===== config.mk =====
export PLATFORM = sky130hd
export DESIGN_NAME = set_injector_scheduler
export DESIGN_NICKNAME = d
export VERILOG_FILES = /design/src/rtl/set_injector_scheduler.sv
export SDC_FILE = /design/constraint.sdc
export NUM_CORES = 1
export LEC_CHECK = 0
export ABC_AREA = 0
export CAP_MARGIN = 0
export CELL_PAD_IN_SITES_DETAIL_PLACEMENT = 0
export CELL_PAD_IN_SITES_GLOBAL_PLACEMENT = 1
export CORE_ASPECT_RATIO = 1.75
export CORE_UTILIZATION = 56
export CTS_BUF_LIST = sky130_fd_sc_hd__clkbuf_4
export DETAILED_ROUTE_END_ITERATION = 7
export MAX_ROUTING_LAYER = met4
export PLACE_DENSITY = 0.93
export SLEW_MARGIN = 20
export SYNTH_ARGS = -nofsm -noshare
export SYNTH_HDL_FRONTEND = slang
export SYNTH_SLANG_ARGS = --single-unit
export TNS_END_PERCENT = 20

===== constraint.sdc =====
create_clock -name clk -period 6.2 [get_ports clk]
set_clock_uncertainty 0.15 [all_clocks]
set_input_delay 0.93 -clock clk [delete_from_list [all_inputs] [get_ports clk]]
set_output_delay 0.93 -clock clk [all_outputs]
set_load 0.1 [all_outputs]

===== src/rtl/set_injector_scheduler.sv =====
// Command FIFO: stores fixed-width entries in order; flush clears all entries.
// Latency: a push is visible at the head and in o_level one cycle after its edge.
// Backpressure: pushes are ignored while full or flushing; pops while empty are ignored.
module set_injector_scheduler_fifo #(
    parameter int WIDTH = 8,
    parameter int DEPTH = 8
) (
    input  logic                     clk,
    input  logic                     rst_n,
    input  logic                     i_flush,
    input  logic                     i_push_vld,
    input  logic [WIDTH-1:0]         i_push_dat,
    input  logic                     i_pop_vld,
    output logic [WIDTH-1:0]         o_head_dat,
    output logic [$clog2(DEPTH):0]   o_level,
    output logic                     o_full,
    output logic                     o_empty
);
    localparam int AW = $clog2(DEPTH);

    logic [WIDTH-1:0] mem_q [DEPTH];
    logic [AW-1:0]    wr_ptr_q;
    logic [AW-1:0]    rd_ptr_q;
    logic [AW:0]      level_q;
    logic [AW:0]      level_d;
    logic             do_push;
    logic             do_pop;

    assign o_full     = (level_q == (AW+1)'(DEPTH));
    assign o_empty    = (level_q == '0);
    assign do_push    = i_push_vld & ~o_full & ~i_flush;
    assign do_pop     = i_pop_vld & ~o_empty & ~i_flush;
    assign o_head_dat = mem_q[rd_ptr_q];
    assign o_level    = level_q;

    always_comb begin
        level_d = level_q;
        if (i_flush)
            level_d = '0;
        else if (do_push & ~do_pop)
            level_d = level_q + 1'b1;
        else if (do_pop & ~do_push)
            level_d = level_q - 1'b1;
    end

    // Storage needs no reset: only entries below level_q are ever read.
    always_ff @(posedge clk) begin
        if (do_push)
            mem_q[wr_ptr_q] <= i_push_dat;
    end

    always_ff @(posedge clk or negedge rst_n) begin
        if (!rst_n) begin
            wr_ptr_q <= '0;
            rd_ptr_q <= '0;
            level_q  <= '0;
        end else begin
            level_q <= level_d;
            if (i_flush) begin
                wr_ptr_q <= '0;
                rd_ptr_q <= '0;
            end else begin
                if (do_push)
                    wr_ptr_q <= wr_ptr_q + 1'b1;
                if (do_pop)
                    rd_ptr_q <= rd_ptr_q + 1'b1;
            end
        end
    end
endmodule

// Timed scheduler: queued (lane, value, delay) commands are written in order into a lane register bank.
// Latency: push at edge t into an idle, empty block writes the lane at edge t+2+delay.
// Backpressure: o_cmd_ready low while the FIFO is full or a flush is requested; sources must hold.
module set_injector_scheduler #(
    parameter int SET_SIZE    = 5,
    parameter int SET_WIDTH   = 16,
    parameter int FIFO_DEPTH  = 8,
    parameter int DELAY_WIDTH = 16,
    parameter int IDX_WIDTH   = 3
) (
    input  logic                          clk,
    input  logic                          rst_n,
    input  logic                          i_cmd_valid,
    output logic                          o_cmd_ready,
    input  logic [IDX_WIDTH-1:0]          i_cmd_idx,
    input  logic [SET_WIDTH-1:0]          i_cmd_value,
    input  logic [DELAY_WIDTH-1:0]        i_cmd_delay,
    input  logic                          i_pause,
    input  logic                          i_flush,
    output logic [SET_SIZE*SET_WIDTH-1:0] o_set_signals_asynch,
    output logic [$clog2(FIFO_DEPTH):0]   o_fifo_level,
    output logic                          o_busy,
    output logic                          o_done,
    output logic                          o_err
);
    typedef struct packed {
        logic [IDX_WIDTH-1:0]   idx;
        logic [SET_WIDTH-1:0]   value;
        logic [DELAY_WIDTH-1:0] delay;
    } cmd_t;

    typedef enum logic {
        S_IDLE = 1'b0,
        S_WAIT = 1'b1
    } state_t;

    localparam logic [IDX_WIDTH:0] SET_SIZE_L = (IDX_WIDTH+1)'(SET_SIZE);

    cmd_t                          push_dat;
    cmd_t                          head_dat;
    logic                          fifo_full;
    logic                          fifo_empty;
    logic                          pop_en;
    logic                          head_bad;

    state_t                        state_q;
    logic [DELAY_WIDTH-1:0]        counter_q;
    logic [IDX_WIDTH-1:0]          idx_q;
    logic [SET_WIDTH-1:0]          value_q;
    logic [SET_SIZE*SET_WIDTH-1:0] set_q;
    logic                          done_q;
    logic                          err_q;

    assign push_dat = '{idx: i_cmd_idx, value: i_cmd_value, delay: i_cmd_delay};
    assign pop_en   = (state_q == S_IDLE) & ~fifo_empty & ~i_flush;
    assign head_bad = ({1'b0, head_dat.idx} >= SET_SIZE_L);

    set_injector_scheduler_fifo #(
        .WIDTH ($bits(cmd_t)),
        .DEPTH (FIFO_DEPTH)
    ) u_fifo (
        .clk        (clk),
        .rst_n      (rst_n),
        .i_flush    (i_flush),
        .i_push_vld (i_cmd_valid),
        .i_push_dat (push_dat),
        .i_pop_vld  (pop_en),
        .o_head_dat (head_dat),
        .o_level    (o_fifo_level),
        .o_full     (fifo_full),
        .o_empty    (fifo_empty)
    );

    always_ff @(posedge clk or negedge rst_n) begin
        if (!rst_n) begin
            state_q   <= S_IDLE;
            counter_q <= '0;
            idx_q     <= '0;
            value_q   <= '0;
            set_q     <= '0;
            done_q    <= 1'b0;
            err_q     <= 1'b0;
        end else begin
            done_q <= 1'b0;
            err_q  <= 1'b0;
            case (state_q)
                S_IDLE: begin
                    if (pop_en) begin
                        if (head_bad) begin
                            err_q <= 1'b1;
                        end else begin
                            idx_q     <= head_dat.idx;
                            value_q   <= head_dat.value;
                            counter_q <= head_dat.delay;
                            state_q   <= S_WAIT;
                        end
                    end
                end
                S_WAIT: begin
                    // Flush outranks pause; a paused command never fires, even at zero.
                    if (i_flush) begin
                        state_q <= S_IDLE;
                    end else if (!i_pause) begin
                        if (counter_q == '0) begin
                            for (int k = 0; k < SET_SIZE; k++) begin
                                if (idx_q == IDX_WIDTH'(k))
                                    set_q[k*SET_WIDTH +: SET_WIDTH] <= value_q;
                            end
                            done_q  <= 1'b1;
                            state_q <= S_IDLE;
                        end else begin
                            counter_q <= counter_q - 1'b1;
                        end
                    end
                end
                default: state_q <= S_IDLE;
            endcase
        end
    end

    assign o_cmd_ready          = ~fifo_full & ~i_flush;
    assign o_busy               = (state_q != S_IDLE) | ~fifo_empty;
    assign o_done               = done_q;
    assign o_err                = err_q;
    assign o_set_signals_asynch = set_q;
endmodule

==> metrics.csv <==
stage,metric,value,unit
outcome,status,"complete, no violations",
cells_and_area,final_util,66.94,%
pwr,power.total,6.710,mW
synth,synth_seq_cells,408,
timing,fin_crit,4.252,ns
synth,synth_warnings,0,
job,max_cap_viol_count,0,
synth,avgSynthCellArea,18.57,um2
clocking,clock-sinks,408,
routing,routed_wl,31600,um
synth,ys_async_sr_fraction,31.37,%
routing,drc,0,
place,port_buffers,127,
timing,final_max_slew_viol_count,0,
synth,synth_edf_count,280,
routing,drt_iter0_drc,714,
floorplan,die_w,130.1,um
min_path,min_path_type,input pin to asynchronous set/reset pin,
cells_and_area,drive_above_1_share,27.56,%
pwr,powerDensity,357.0,mW/mm2
timing,fmax,235.2,MHz
timing,fin_crit_sh,68.58,%
floorplan,num_rows,81,
place,hpwl,19500,um
floorplan,die-area,0.02942,mm2
timing,setup_tns,0,ns
global_routing,grt_pass1_wl,49700,um
worst_setup_path,cp_top_family,buffers and inverters,
worst_setup_path,path_buf_inv,2,
timing,slew-limit-headroom,29.67,%
place,gp_congestion,0.8154,
synth,synth_cells,866,
worst_setup_path,endpoint_kind,output pin,
routing,ant_nets,0,
floorplan,pin_count,128,
pwr,p_leak,6.800,nW
worst_setup_path,required,5.12,ns
clocking,max-clock-path-buffers,3,
clocking,cts_root_buffer,clkbuf_4,
clocking,h-tree-depth,3,
floorplan,design.core.area,0.02807,mm2
floorplan,fp.dieH,226.2,um
worst_setup_path,crit_type,flop to output pin,
global_routing,grt_max_degree,73,
clocking,cts_tree,done,
synth,ys.flop_type,edfxtp_1,
worst_setup_path,crit_arrival,3.17,ns
synth,syn-num-nets,912,
synth,synth_area,0.01608,mm2
global_routing,antenna_found_initial,1,
cells_and_area,area_delta_synth_final,16.86,%
clocking,path_clk_slew,0.07,ns
timing,grt_setup_unrepaired,false,
routing,wire_per_inst,21.22,um
clocking,cts.repair.resized,0,
routing,firstDrtPassIters,7,
synth,ys_seq_area_share,72.21,%
timing,setup_viol,0,
routing,num_vias,8690,
floorplan,start_util,57.28,%
synth,yosysUniqueCellTypes,58,
clocking,worst_skew_pair.late_latency,0.78,ns
timing,worst_pin_slew,1.052,ns
global_routing,overflow,0,
worst_setup_path,critPathLaunchType,flop,
global_routing,track_usage,23.79,%
worst_setup_path,crit_fanout,6,
clocking,post_cts_buffers,0,
timing,hold_viol,0,
cells_and_area,final_nets,1102,
pwr,ir_drop,0.0002592,V
global_routing,grt_pass1_vias,9238,
worst_setup_path,crit_path_max_incr_delay,0.98,ns
routing,via_per_inst,5.836,
clocking,cts-hold-fix-buffers,0,
worst_setup_path,slowest_stage,clkdlybuf4s50_1,
worst_setup_path,rrSetupSlack,2.60,ns
worst_setup_path,worstPathCellList,or4_1 -> nor2_1 -> inv_1 -> clkdlybuf4s50_1,
clocking,cts_buffers,86,
-- sequential cells by signal (all words and copies together), names as in the netlist --
signal	cells
counter_q	16
idx_q	3
o_done	1
o_err	1
o_set_signals_asynch	80
state_q	1
u_fifo.mem_q	280
u_fifo.o_level	4
u_fifo.rd_ptr_q	3
u_fifo.wr_ptr_q	3
value_q	16
-- report_power, final --
part	internal (mW)	switching, mW
logic	0.671	0.829
clock network	0.852	0.950
registers	3.11	0.295
-- cell usage after synthesis (5+ instances only) --
cell type,number,area share (%)
dfrtp_1,128,20
buf_2,18,0.56
edfxtp_1,280,52
o21ai_0,16,0.50
buf_1,6,0.14
ha_1,5,0.39
nor2_1,27,0.63
or3_1,6,0.23
mux2i_1,40,2.5
or4_1,5,0.23
mux2_1,10,0.70
mux4_2,67,9.4
clkbuf_1,12,0.28
nand3_1,11,0.34
mux2_2,76,5.3
nor3_1,10,0.31
nand2_1,17,0.40
a221o_1,5,0.31
inv_1,14,0.33
a21oi_1,39,1.2
-- logic make-up (layout without fill, tap and decap cells) --
family / Yosys count / after routing / share of synthesized area [%]
flip-flops: 408 / 408 / 72.21
multiplexers: 193 / 193 / 17.90
AND/OR/NAND/NOR: 107 / 107 / 3.891
AO/OA/AOI/OAI: 92 / 92 / 3.642
buffers and inverters: 53 / 301 / 1.471
XOR/XNOR: 7 / 7 / 0.3813
adder cells (fa/ha/maj): 6 / 6 / 0.5135
other: 0 / 2 / 0
-- layout make-up --
| class | count | area, um2 |
|---|---|---|
| diodes | 2 | 5.005 |
| clock buffers | 113 | 848.3 |
| clock inverters | 33 | 135.1 |
| fillers | 1894 | 9281 |
| inverters | 14 | 52.55 |
| multi-input cells | 405 | 4293 |
| flip-flops and latches | 408 | 11620 |
| well taps | 373 | 466.7 |
| repair buffers | 141 | 1374 |
-- layout by cell type, fill, tap and decap left out, drive strengths merged, types with 4 or more instances in the layout --
master and instances:
mux4 67, clkdlybuf4s50 126, nor4 6, inv 16, a21oi 40, xor2 4
or3 6, clkinv 30, nand3 14, dfrtp 128, buf 15, ha 5
or4 5, mux2 86, nor3 12, a222oi 4, a221o 5, mux2i 40
edfxtp 280, nor2 28, nand2 17, o21ai 17, clkbuf 113, nand4 4
-- layer usage --
metal / up-vias / track usage [%] / routed length (um)
li1: 3887 / - / -
met1: 4404 / 27.95 / 12090
met2: 333 / 38.66 / 16630
met3: 66 / 4.667 / 1874
met4: 0 / 12.38 / 1004
met5: - / - / 0
-- final timing paths --
path	start	endpoint	depth (start not counted)
max in group asynchronous	rst_n	o_set_signals_asynch[8]	2
min in group clk	o_set_signals_asynch[23]	o_set_signals_asynch[23]	1
worst max-delay path	u_fifo.o_level[1]	o_busy	4
worst min register to register	o_set_signals_asynch[23]	o_set_signals_asynch[23]	1
worst min-delay path	rst_n	o_set_signals_asynch[51]	1
worst max register to register	u_fifo.rd_ptr_q[1]	counter_q[4]	5
-- stage by stage --
stage	hold slack (ns)	instance area, um2	cells	setup slack [ns]
6_report	0.06803	18790	1489	1.948
5_1_grt	0.09771	18790	1489	1.836
4_1_cts	0.02286	18790	1487	1.883
3_5_place_dp	0.3253	17800	1341	2.070
3_3_place_gp	0.3184	17800	1341	2.073
2_1_floorplan	0.3481	16080	866	1.392
(Power assumes the default switching activity.)
